File: src/rtl/spi_master_cfg_if.sv
// spi_master_cfg_if: host/SPI bundle for spi_master_cfg
//   master: start, cpol, cpha, lsb_first, ss_sel, data_in, miso in; sclk, mosi, ss_n, busy, done, data_out out
//   slave:  mirror image, for the controller/bench side
interface spi_master_cfg_if #(
  parameter int DATA_W = 8,
  parameter int NUM_SS = 2,
  parameter int SEL_W  = 1
);
  logic start, cpol, cpha, lsb_first, miso, sclk, mosi, busy, done;
  logic [SEL_W-1:0] ss_sel;
  logic [DATA_W-1:0] data_in, data_out;
  logic [NUM_SS-1:0] ss_n;
  modport master(
    input  start, cpol, cpha, lsb_first, ss_sel, data_in, miso,
    output sclk, mosi, ss_n, busy, done, data_out
  );
  modport slave(
    output start, cpol, cpha, lsb_first, ss_sel, data_in, miso,
    input  sclk, mosi, ss_n, busy, done, data_out
  );
endinterface

File: src/rtl/spi_master_cfg.sv
// spi_master_cfg: run-time configurable full-duplex SPI master (CPOL/CPHA, MSB/LSB-first, multi-slave)
//   clk, rst: clock and synchronous active-high reset
//   bus (master modport): start/busy/done handshake, per-transfer config, serial lines, received word
module spi_master_cfg #(
  parameter int DATA_W  = 8,
  parameter int CLK_DIV = 2,
  parameter int NUM_SS  = 2,
  parameter int SEL_W   = 1
) (
  input logic clk,
  input logic rst,
  spi_master_cfg_if.master bus
);
  localparam int CW = CLK_DIV > 1 ? $clog2(CLK_DIV) : 1;
  localparam int HW = $clog2(2 * DATA_W + 1);
  typedef enum logic [1:0] {IDLE, LEAD, XFER, TRAIL} state_t;
  state_t state;
  logic [CW-1:0] cnt;
  logic [HW-1:0] hp;
  logic [DATA_W-1:0] tx, rx;
  logic cpha_l, lsb_l;
  logic [NUM_SS-1:0] ss_dec;
  logic last_cnt, tgl, lead_e, first_e, last_e, smp, adv;
  // hp counts sclk edges already issued; the edge being issued now is hp+1
  always_comb begin
    ss_dec = '1;
    for (int i = 0; i < NUM_SS; i++) ss_dec[i] = bus.ss_sel != SEL_W'(i);
    last_cnt = cnt == CW'(CLK_DIV - 1);
    tgl = (state == LEAD || state == XFER) && last_cnt && hp != HW'(2 * DATA_W);
    lead_e = !hp[0];
    first_e = hp == '0;
    last_e = hp == HW'(2 * DATA_W - 1);
    // miso is taken just before sclk moves, so it is the value the slave set up a half-period earlier
    smp = tgl && (lead_e ^ cpha_l);
    adv = tgl && (cpha_l ? lead_e && !first_e : !lead_e && !last_e);
  end
  always_ff @(posedge clk) begin
    if (rst) begin
      state <= IDLE;
      cnt <= '0;
      hp <= '0;
      tx <= '0;
      rx <= '0;
      cpha_l <= 1'b0;
      lsb_l <= 1'b0;
      bus.sclk <= 1'b0;
      bus.mosi <= 1'b0;
      bus.ss_n <= '1;
      bus.busy <= 1'b0;
      bus.done <= 1'b0;
      bus.data_out <= '0;
    end else begin
      bus.done <= 1'b0;
      cnt <= last_cnt ? '0 : cnt + 1'b1;
      if (smp) rx <= lsb_l ? {bus.miso, rx[DATA_W-1:1]} : {rx[DATA_W-2:0], bus.miso};
      if (adv) begin
        tx <= lsb_l ? tx >> 1 : tx << 1;
        bus.mosi <= lsb_l ? tx[1] : tx[DATA_W-2];
      end
      if (tgl) begin
        bus.sclk <= ~bus.sclk;
        hp <= hp + 1'b1;
      end
      case (state)
        IDLE: begin
          bus.sclk <= bus.cpol;
          cnt <= '0;
          if (bus.start) begin
            state <= LEAD;
            hp <= '0;
            tx <= bus.data_in;
            cpha_l <= bus.cpha;
            lsb_l <= bus.lsb_first;
            bus.busy <= 1'b1;
            bus.ss_n <= ss_dec;
            bus.mosi <= bus.lsb_first ? bus.data_in[0] : bus.data_in[DATA_W-1];
          end
        end
        LEAD: if (tgl) state <= XFER;
        XFER: if (last_cnt && !tgl) state <= TRAIL;
        TRAIL: if (last_cnt) begin
          state <= IDLE;
          bus.busy <= 1'b0;
          bus.ss_n <= '1;
          bus.done <= 1'b1;
          bus.data_out <= rx;
        end
        default: state <= IDLE;
      endcase
    end
  end
endmodule
File: src/flat_wrapper.sv
// flat-port wrapper written by rule: the top's interface ports become plain ports
module spi_master_cfg_flat 
#(
  parameter int DATA_W  = 8,
  parameter int CLK_DIV = 2,
  parameter int NUM_SS  = 2,
  parameter int SEL_W   = 1
)
  (clk, rst, bus_start, bus_cpol, bus_cpha, bus_lsb_first, bus_ss_sel, bus_data_in, bus_miso, bus_sclk, bus_mosi, bus_ss_n, bus_busy, bus_done, bus_data_out);
  spi_master_cfg_if #(.DATA_W(DATA_W), .NUM_SS(NUM_SS), .SEL_W(SEL_W)) bus_i ();
  input logic clk;
  input logic rst;
  input wire logic [$bits(bus_i.start)-1:0] bus_start;
  input wire logic [$bits(bus_i.cpol)-1:0] bus_cpol;
  input wire logic [$bits(bus_i.cpha)-1:0] bus_cpha;
  input wire logic [$bits(bus_i.lsb_first)-1:0] bus_lsb_first;
  input wire logic [$bits(bus_i.ss_sel)-1:0] bus_ss_sel;
  input wire logic [$bits(bus_i.data_in)-1:0] bus_data_in;
  input wire logic [$bits(bus_i.miso)-1:0] bus_miso;
  output wire logic [$bits(bus_i.sclk)-1:0] bus_sclk;
  output wire logic [$bits(bus_i.mosi)-1:0] bus_mosi;
  output wire logic [$bits(bus_i.ss_n)-1:0] bus_ss_n;
  output wire logic [$bits(bus_i.busy)-1:0] bus_busy;
  output wire logic [$bits(bus_i.done)-1:0] bus_done;
  output wire logic [$bits(bus_i.data_out)-1:0] bus_data_out;
  assign bus_i.start = bus_start;
  assign bus_i.cpol = bus_cpol;
  assign bus_i.cpha = bus_cpha;
  assign bus_i.lsb_first = bus_lsb_first;
  assign bus_i.ss_sel = bus_ss_sel;
  assign bus_i.data_in = bus_data_in;
  assign bus_i.miso = bus_miso;
  assign bus_sclk = bus_i.sclk;
  assign bus_mosi = bus_i.mosi;
  assign bus_ss_n = bus_i.ss_n;
  assign bus_busy = bus_i.busy;
  assign bus_done = bus_i.done;
  assign bus_data_out = bus_i.data_out;
  spi_master_cfg #(.DATA_W(DATA_W), .CLK_DIV(CLK_DIV), .NUM_SS(NUM_SS), .SEL_W(SEL_W)) u_core (.clk(clk), .rst(rst), .bus(bus_i));
endmodule
File: config.mk
export PLATFORM = sky130hd
export DESIGN_NAME = spi_master_cfg_flat
export DESIGN_NICKNAME = d
export VERILOG_FILES = /design/src/rtl/spi_master_cfg_if.sv /design/src/rtl/spi_master_cfg.sv /design/src/flat_wrapper.sv
export SDC_FILE = /design/constraint.sdc
export NUM_CORES = 1
export LEC_CHECK = 0
export BUFFER_PORTS_ARGS = -buffer_cell sky130_fd_sc_hd__buf_2
export CORE_MARGIN = 3
export CORE_UTILIZATION = 50
export CTS_CLUSTER_DIAMETER = 80
export DETAILED_ROUTE_END_ITERATION = 10
export PLACE_DENSITY = 0.79
export SYNTH_ARGS = -nofsm -noshare
export SYNTH_HDL_FRONTEND = slang
export SYNTH_SLANG_ARGS = --single-unit
export TNS_END_PERCENT = 20
File: constraint.sdc
create_clock -name clk -period 3.35 [get_ports clk]
set_input_delay 0.1675 -clock clk [delete_from_list [all_inputs] [get_ports clk]]
set_output_delay 0.1675 -clock clk [all_outputs]
set_load 0.05 [all_outputs]
# --- Word level (Yosys, flattened, before mapping) ---
# Cells that the tools add are included.
classes:
  n_addsub: 2
  eq_ne: 9
  muxes: 28
  n_bitwise: 4
  reduce_logical: 22
op_table:
  columns: ["op", "n"]
  rows:
  - ["2-to-1 mux 8 bit", 5]
  - ["2-to-1 mux 5 bit", 3]
  - ["2-to-1 mux 2 bit", 6]
  - ["2-to-1 mux 1 bit", 11]
  - ["case mux 2 bit (4 select lines)", 1]
  - ["logical AND 1 bit", 7]
  - ["adder 5 x 1 -> 5 bit (second input constant)", 1]
  - ["equality test 5 x 4 -> 1 bit (second input constant)", 1]
  - ["zero test 5 bit", 1]
  - ["!= test 5 bit (second input constant)", 1]
  - ["equality test 2 bit (second input constant)", 2]
  - ["zero test 1 bit", 4]
  - ["!= test 2 x 1 -> 1 bit (second input constant)", 2]
  - ["!= test 2 bit (second input constant)", 2]
  - ["case mux 2 bit (2 select lines)", 1]
  - ["AND reduction 2 bit", 2]
  - ["AND reduction 4 bit", 1]
  - ["nonzero test 2 bit", 2]
  - ["inverter 1 bit", 3]
  - ["AND reduction 3 bit", 1]
  - ["OR reduction 3 bit", 1]
  - ["equality test 2 x 1 -> 1 bit (second input constant)", 1]
  - ["zero test 2 bit", 1]
  - ["case mux 1 bit (2 select lines)", 1]
  - ["4 further kinds", 4]
totals:
  reg_bits: 40
  inputBits: 16
  output_inout_bits: 14
  elab_cells: 78

# --- Depth between registers and ports, before layout ---
# Gate-level depths: netlist (run 1).
depth:
  depth_word: 8
  depth_mapped: 9

# --- Worst setup path before layout (run 1) ---
# No wires, ideal clock.
synth_timing:
  path_type: "register -> register"
  start: "register u_core.hp[0]"
  end: "register u_core.tx[7]"
  setup_time_ns: 0.088
  arrival_time_ns: 1.665
  required_ns: 3.262
  slack_ns: 1.597
  path_stages_with_launch: 9
  path_buffers: 1
  cell_sequence: "dfxtp_1 ha_1 and3_1 ha_1 o22a_2 nor2_2 buf_6 nor3_2 nor4_2"
synth_between:
  elab_chain_cells: 8
synth_lines:
  columns: ["item", "line_no", "source"]
  rows:
  - ["from (decl)", "spi_master_cfg.sv:19", "logic [HW-1:0] hp;"]
  - ["from (signal assigned)", "spi_master_cfg.sv:62", "hp <= hp + 1'b1;"]
  - ["equality test 5 x 4 -> 1 bit / zero test 5 bit (equally long branches)", "spi_master_cfg.sv:32, spi_master_cfg.sv:31", null]
  - ["zero test 1 bit", "spi_master_cfg.sv:35", "adv = tgl && (cpha_l ? lead_e && !first_e : !lead_e && !last_e);"]
  - ["logical AND 1 bit", "spi_master_cfg.sv:35", null]
  - ["2-to-1 mux 1 bit", "spi_master_cfg.sv:35", null]
  - ["logical AND 1 bit *", "spi_master_cfg.sv:35", null]
  - ["2-to-1 mux 8 bit *", "spi_master_cfg.sv:56", "if (adv) begin"]
  - ["2-to-1 mux 8 bit", "spi_master_cfg.sv:68", "if (bus.start) begin"]
  - ["2-to-1 mux 8 bit *", "spi_master_cfg.sv:64", "case (state)"]
  - ["to (signal assigned)", "spi_master_cfg.sv:57", "tx <= lsb_l ? tx >> 1 : tx << 1;"]
  - ["to (signal assigned)", "spi_master_cfg.sv:71", "tx <= bus.data_in;"]
  - ["to (decl)", "spi_master_cfg.sv:20", "logic [DATA_W-1:0] tx, rx;"]
# Every way passes the cells marked *; elsewhere a longest branch is shown, timed or not.
# A chain may end at the register's enable or synchronous reset.

# --- Final worst setup path (run 1) ---
layout_timing:
  start: "register u_core.hp[0]"
  end: "register u_core.rx[7]"
layout_between:
  elab_chain_cells: 3
layout_lines:
  columns: ["item", "line_no", "source"]
  rows:
  - ["!= test 5 bit / zero test 1 bit (equally long branches)", "spi_master_cfg.sv:29, spi_master_cfg.sv:30", null]
  - ["logical AND 1 bit / XOR 1 bit (equally long branches)", "spi_master_cfg.sv:29, spi_master_cfg.sv:34", null]
  - ["logical AND 1 bit *", "spi_master_cfg.sv:34", "smp = tgl && (lead_e ^ cpha_l);"]
  - ["to (signal assigned)", "spi_master_cfg.sv:55", "if (smp) rx <= lsb_l ? {bus.miso, rx[DATA_W-1:1]} : {rx[DATA_W-2:0], bus.miso};"]
  - ["to (decl)", "spi_master_cfg.sv:20", null]
# Marked as above.

==> metrics.yaml, run 1 <==
peakVddDrop_uv: 476.1
syn_inst: 225
timing.rr.start: "u_core.hp[0]"
synth_top_family_by_area: "simple AND/OR/NAND/NOR gates"
final_nets: 270
cp_max_fo: 16
mostFrequentLayoutCell: "dfxtp_1"
clkSinkCount: 40
dieArea_sq_um: 4805
drive_gt1_share_pct: 20.97
end_kind: "register"
tightest_slew_ps: 841.4
n_antenna_cell: 0
synthesis.area_sq_um: 2004
synth_mux_area_share_pct: 7.990
grt_pass1_wl_microns: 7079
synth_fa_ha_area_share_pct: 4.370
wl_per_cell_microns: 13.42
grt_busiest_layer: "met2"
postCtsSetupBuffers: 0
min_path_type: "in2reg"
grt_max_degree: 37
yosysTopAreaCell: "dfxtp_1"
layout_common_cells: "dfxtp_1 (40), nand2_1 (33), buf_2 (29)"
cts_resized: 0
grt_use_total_pct: 17.88
drtAntennaViolNets: 0
whs_ps: 101.7
power_density_nw_per_um2: 678.1
cap_violations: 0
synth_seq_cells: 40
multi_input_area_sq_um: 1086
totalWireLength_microns: 3972
antenna_found_initial: 0
grt_util_met3_pct: 6.232
min_period_over_period_pct: 69.62
io-pin-count: 30
die_y_microns: 69.32
cts-root-buf: "clkbuf_8"
synthArstFlopShare_pct: 0
routabilityCongestion: 0.7798
grtUsageMet1_pct: 22.69
remaining_drc_errors: 0
start_util_pct: 53.15
fillers: 361
final-hold-violation-count: 0
required_ps: 3570
cp-start-kind: "register"
syn_nets: 248
slew_violations: 0
rsz0062_at_grt: "no"
use_met2_pct: 27.86
cts_buffers: 5
critical_path_class: "reg2reg"
yosys_warnings: 0
dr.pass1.iters: 4
dp_hpwl_microns: 2771
ys_types: 39
cts.path.max_buffers: 2
fin_skew_ps: 8.407
yosys-top-cells-area: "dfxtp_1 (40%), mux2i_1 (8.0%), nand2_1 (6.2%)"
yosys.area_share.simple_pct: 22.28
cts_tree: "yes"
max_freq_ghz: 0.4288
p_leak_nw: 0.8281
synthFlopType: "dfxtp_1"
synth_xor_area_share_pct: 1.748
final-setup-viol-count: 0
viasPerCell: 5.581
avgSynthCellArea_sq_um: 8.909
worstSetupStartpoint: "u_core.hp[0]"
critPathArrivalTime_ps: 2560
synth-compound-area-share_pct: 17.79
drtIter0Drc: 72
synth_top_area_share_pct: 39.95
status: "completed"
ys_seq_area_share_pct: 39.95
grt-ovfl-total: 0
grt_pass1_vias: 1548
num_vias: 1652
seq_area_sq_um: 800.8
core_area_sq_um: 3771
row_count: 22
synthToLayoutAreaGrowth_pct: 11.92
chipWidth_microns: 69.32
tns_ps: 0
synth_edf_count: 0
htree_levels: 2
relSlewSlack_pct: 43.83
clkTransAtPathRegs_ps: 80
portBuffers: 29
insertion_delay_ps: 300
hold_start: "bus_data_in[2]"
period_needed_ps: 2332
cts-hold-fix-buffers: 0
[logic make-up (layout without fill, tap and decap cells)]
family,after synthesis,count (layout)
xor+xnor,4,4
buf+inv,22,45
simple gates,90,90
compound gates,46,46
flops,40,40
mux,16,16
fa+ha+maj,7,7
[flip-flops by register name, indices dropped and copies added, names as in the netlist]
name / cells
u_core.bus.busy: 1
u_core.bus.ss_n: 2
u_core.bus.done: 1
u_core.state: 2
u_core.tx: 8
u_core.rx: 8
u_core.bus.data_out: 8
u_core.bus.sclk: 1
u_core.cpha_l: 1
u_core.hp: 5
u_core.lsb_l: 1
u_core.cnt: 1
u_core.bus.mosi: 1
[layer usage]
layer | vias to the layer above | wire [microns]
li1 | 842 | -
met1 | 778 | 1883
met2 | 25 | 1854
met3 | 7 | 173
met4 | 0 | 59
met5 | - | 0
[synth_stat cells (2+ instances only)]
cell / count
dfxtp_1: 40
clkbuf_1: 8
o221ai_1: 6
a211oi_2: 8
nor3_1: 3
nand3_1: 9
inv_1: 8
mux2i_1: 16
nor2b_1: 2
xnor2_1: 2
nor2_1: 22
nand4_1: 2
ha_1: 7
and3_1: 4
xor2_1: 2
a21oi_1: 22
nand2_1: 33
nand2b_1: 7
buf_2: 3
buf_6: 2
[critical path, stage by stage, from the launching register on]
cell and delay [ps]:
dfxtp_1 440, inv_1 70, ha_1 240, nand4bb_4 120
and3_1 400, and3_1 660, nor2_1 110, a211oi_2 220
[report_power, final]
part / total (mW) / internal [mW] / switching [mW]
clock: 0.420 / 0.244 / 0.177
sequential: 0.619 / 0.541 / 0.0780
combinational: 0.481 / 0.188 / 0.293
[final cells by class]
type | count | share of cell area [%]
clock buffers | 6 | 3.681
clock inverters | 2 | 1.729
inverters | 8 | 1.339
multi-input cells | 163 | 48.41
flip-flops and latches | 40 | 35.69
well taps | 48 | 2.677
repair buffers | 29 | 6.470
[path summary, 6_finish.rpt]
check                      endpoint  slack, ps  depth (start not counted)
min                    u_core.tx[2]        100                          3
max reg2reg            u_core.rx[7]       1020                          7
min reg2reg  u_core.bus.data_out[0]        450                          2
max                    u_core.rx[7]       1020                          7
[metrics by stage]
stage | utilization, % | std cells | total power, mW | worst slack [ps] | instance area [sq um]
finish | 59.49 | 296 | 1.521 | 1018 | 2243
global route | 59.49 | 296 | 1.624 | 716.6 | 2243
CTS | 59.49 | 296 | 1.536 | 1005 | 2243
detailed placement | 56.27 | 288 | 1.112 | 1006 | 2122
global placement | 56.27 | 288 | 1.106 | 1102 | 2122
floorplan | - | 225 | 1.026 | 1597 | 2004
Power figures use the tool's default switching activity.
==> run 2: changes to the inputs <==
ABC_AREA = 1   (was unset)
clock period = 2.2 ns   (was 3.35 ns; I/O delays follow)
==> run 2 against run 1 <==
Net effect: critical path depth up 1; sequential share of layout area down 0.18 points; sequential power up 56%; global-route usage down 1.1 points; final area up 0.50%; die area down 0.79%; maximum frequency up 28%; combinational power up 88%; non-clock buffer count up 3; final cell count up 18%; first-iteration DRC count up 44%; via count up 7.4%.
==> metrics.yaml, run 2 <==
status: "completed"
final_nets: 322
tns_ps: 0
cts.path.max_buffers: 2
remaining_drc_errors: 0
clkSinkCount: 40
grt_pass1_vias: 1615
syn_nets: 294
cts_resized: 0
grt_max_degree: 28
clkTransAtPathRegs_ps: 80
max_freq_ghz: 0.5495
tightest_slew_ps: 714.5
n_antenna_cell: 0
dr.pass1.iters: 4
die_y_microns: 69.04
drive_gt1_share_pct: 19.67
mostFrequentLayoutCell: "nand2_1"
viasPerCell: 5.098
min_period_over_period_pct: 82.71
synthFlopType: "dfxtp_1"
slew_violations: 0
avgSynthCellArea_sq_um: 7.332
final-setup-viol-count: 0
final-hold-violation-count: 0
ys_types: 29
cp-start-kind: "register"
htree_levels: 2
slowest_stage: "dfxtp_1"
start_util_pct: 53.07
synthesis.area_sq_um: 1987
drtAntennaViolNets: 0
core_area_sq_um: 3744
period_needed_ps: 1820
insertion_delay_ps: 290
grt_use_total_pct: 16.74
rsz0062_at_grt: "no"
crit_path_max_incr_delay_ps: 390
cts-hold-fix-buffers: 0
synthToLayoutAreaGrowth_pct: 13.48
drtIter0Drc: 104
wl_per_cell_microns: 11.33
cap_violations: 0
synth_top_area_share_pct: 40.30
cts_tree: "yes"
p_leak_nw: 1.021
synth_edf_count: 0
grt-ovfl-total: 0
grt_pass1_wl_microns: 6796
end_kind: "register"
yosysMostFrequentCell: "nand2_1"
dp_hpwl_microns: 2865
layout_common_cells: "nand2_1 (42), dfxtp_1 (40), inv_1 (33), o21ai_0 (33), buf_2 (29)"
fin_skew_ps: 6.627
cts_buffers: 5
peakVddDrop_uv: 565.2
final_util_pct: 60.23
power_density_nw_per_um2: 1107
dieArea_sq_um: 4767
antenna_found_initial: 0
place_inst: 340
relSlewSlack_pct: 52.32
cts-root-buf: "clkbuf_8"
crit_chain: "inv_1 > ha_1 > nand2_4 > inv_2 > nor2_1 > buf_4 > nand2_1 > o21ai_0"
portBuffers: 29
num_vias: 1774
required_ps: 2410
routabilityCongestion: 0.7907
chipWidth_microns: 69.04
critPathArrivalTime_ps: 2030
cp_max_fo: 10
syn_inst: 271
yosys_warnings: 0
synthArstFlopShare_pct: 0
row_count: 22
ys_seq_area_share_pct: 40.30
reg_top3: "u_core.bus.data_out: 8 flops, u_core.rx: 8 flops, u_core.tx: 8 flops"
hold_start: "bus_cpol"
yosysTopAreaCell: "dfxtp_1"
yosys-top-cells-count: "nand2_1 (42), dfxtp_1 (40), inv_1 (33), o21ai_0 (33), a21oi_1 (27)"
worstSetupStartpoint: "u_core.state[0]"
yosys-top-cells-area: "dfxtp_1 (40%), o21ai_0 (8.3%), nand2_1 (7.9%)"
synth_seq_cells: 40
critical_path_class: "reg2reg"
stdcell_count: 348
totalWireLength_microns: 3943
min_path_type: "in2reg"
postCtsSetupBuffers: 0
io-pin-count: 30
timing.rr.start: "u_core.state[0]"
## run 2: cell types whose count changed after synthesis, sizes merged, moves of 4 or more
cell    previous run  this run
o21ai              1        35
clkbuf             8         3
o221ai             6         0
nand2b             7         0
inv                8        36
nand3              9        27
nand2             33        48
mux2i             16         0
a21oi             22        31
a211oi             8         0
and3               4         0
## run 2: cells by family (layout without fill, tap and decap cells)
group / Yosys count / in the layout / synth area share, %
AOI/OAI and AO/OA: 72 / 72 / 19.84
xor gates and xnor gates: 1 / 1 / 0.4409
adders and majority gates: 7 / 7 / 4.408
buffers and inverters: 48 / 77 / 11.34
DFF: 40 / 40 / 40.30
muxes: 1 / 1 / 0.5667
and+or+nand+nor: 102 / 102 / 23.11
## run 2: report_power, final
| part | internal [mW] | switching, mW |
|---|---|---|
| Sequential | 0.870 | 0.0956 |
| Combinational | 0.279 | 0.627 |
| Clock | 0.371 | 0.254 |
## run 2: worst paths after layout
kind | endpoint | slack [ps] | cells past startpoint
max | u_core.tx[1] | 380 | 8
min | u_core.bus.sclk | 40 | 3
max reg2reg | u_core.tx[1] | 380 | 8
min reg2reg | u_core.bus.busy | 480 | 2
## run 2: cell type report
class / instances / area, sq um
Fill cell: 356 / 1489
Multi-Input combinational cell: 183 / 960.9
Sequential cell: 40 / 800.8
Timing Repair Buffer: 32 / 167.7
Inverter: 37 / 143.9
Clock buffer: 6 / 82.58
Tap cell: 48 / 60.06
Clock inverter: 2 / 38.79
## run 2: critical path, delay by kind of cell, from the launching register on
family                   cells  cell delay (ps)
AND/OR/NAND/NOR              3              520
buffers and inverters        3              400
flip-flops                   1              390
adder cells (fa/ha/maj)      1              280
AO/OA/AOI/OAI                1              140
## run 2: per-layer routing
layer | GRT usage [%] | part of all wire, % | up-vias | wire length, microns
li1 | - | - | 936 | -
met1 | 21.60 | 48 | 799 | 1898
met2 | 27.75 | 47 | 35 | 1856
met3 | 4.082 | 3.9 | 4 | 152
met4 | 4.555 | 0.89 | 0 | 35
met5 | 0 | 0 | - | 0
## run 2: metrics by stage
step           hold slack [ps]  instance area [sq um]  setup slack [ps]  total power, mW
2_1_floorplan            172.4                   1987             699.0            1.733
3_3_place_gp             336.8                   2133             435.5            1.865
3_5_place_dp             341.8                   2133             390.1            1.885
4_1_cts                  40.69                   2255             370.5            2.511
5_1_grt                  59.31                   2255             204.3            2.665
6_report                 44.01                   2255             380.3            2.497
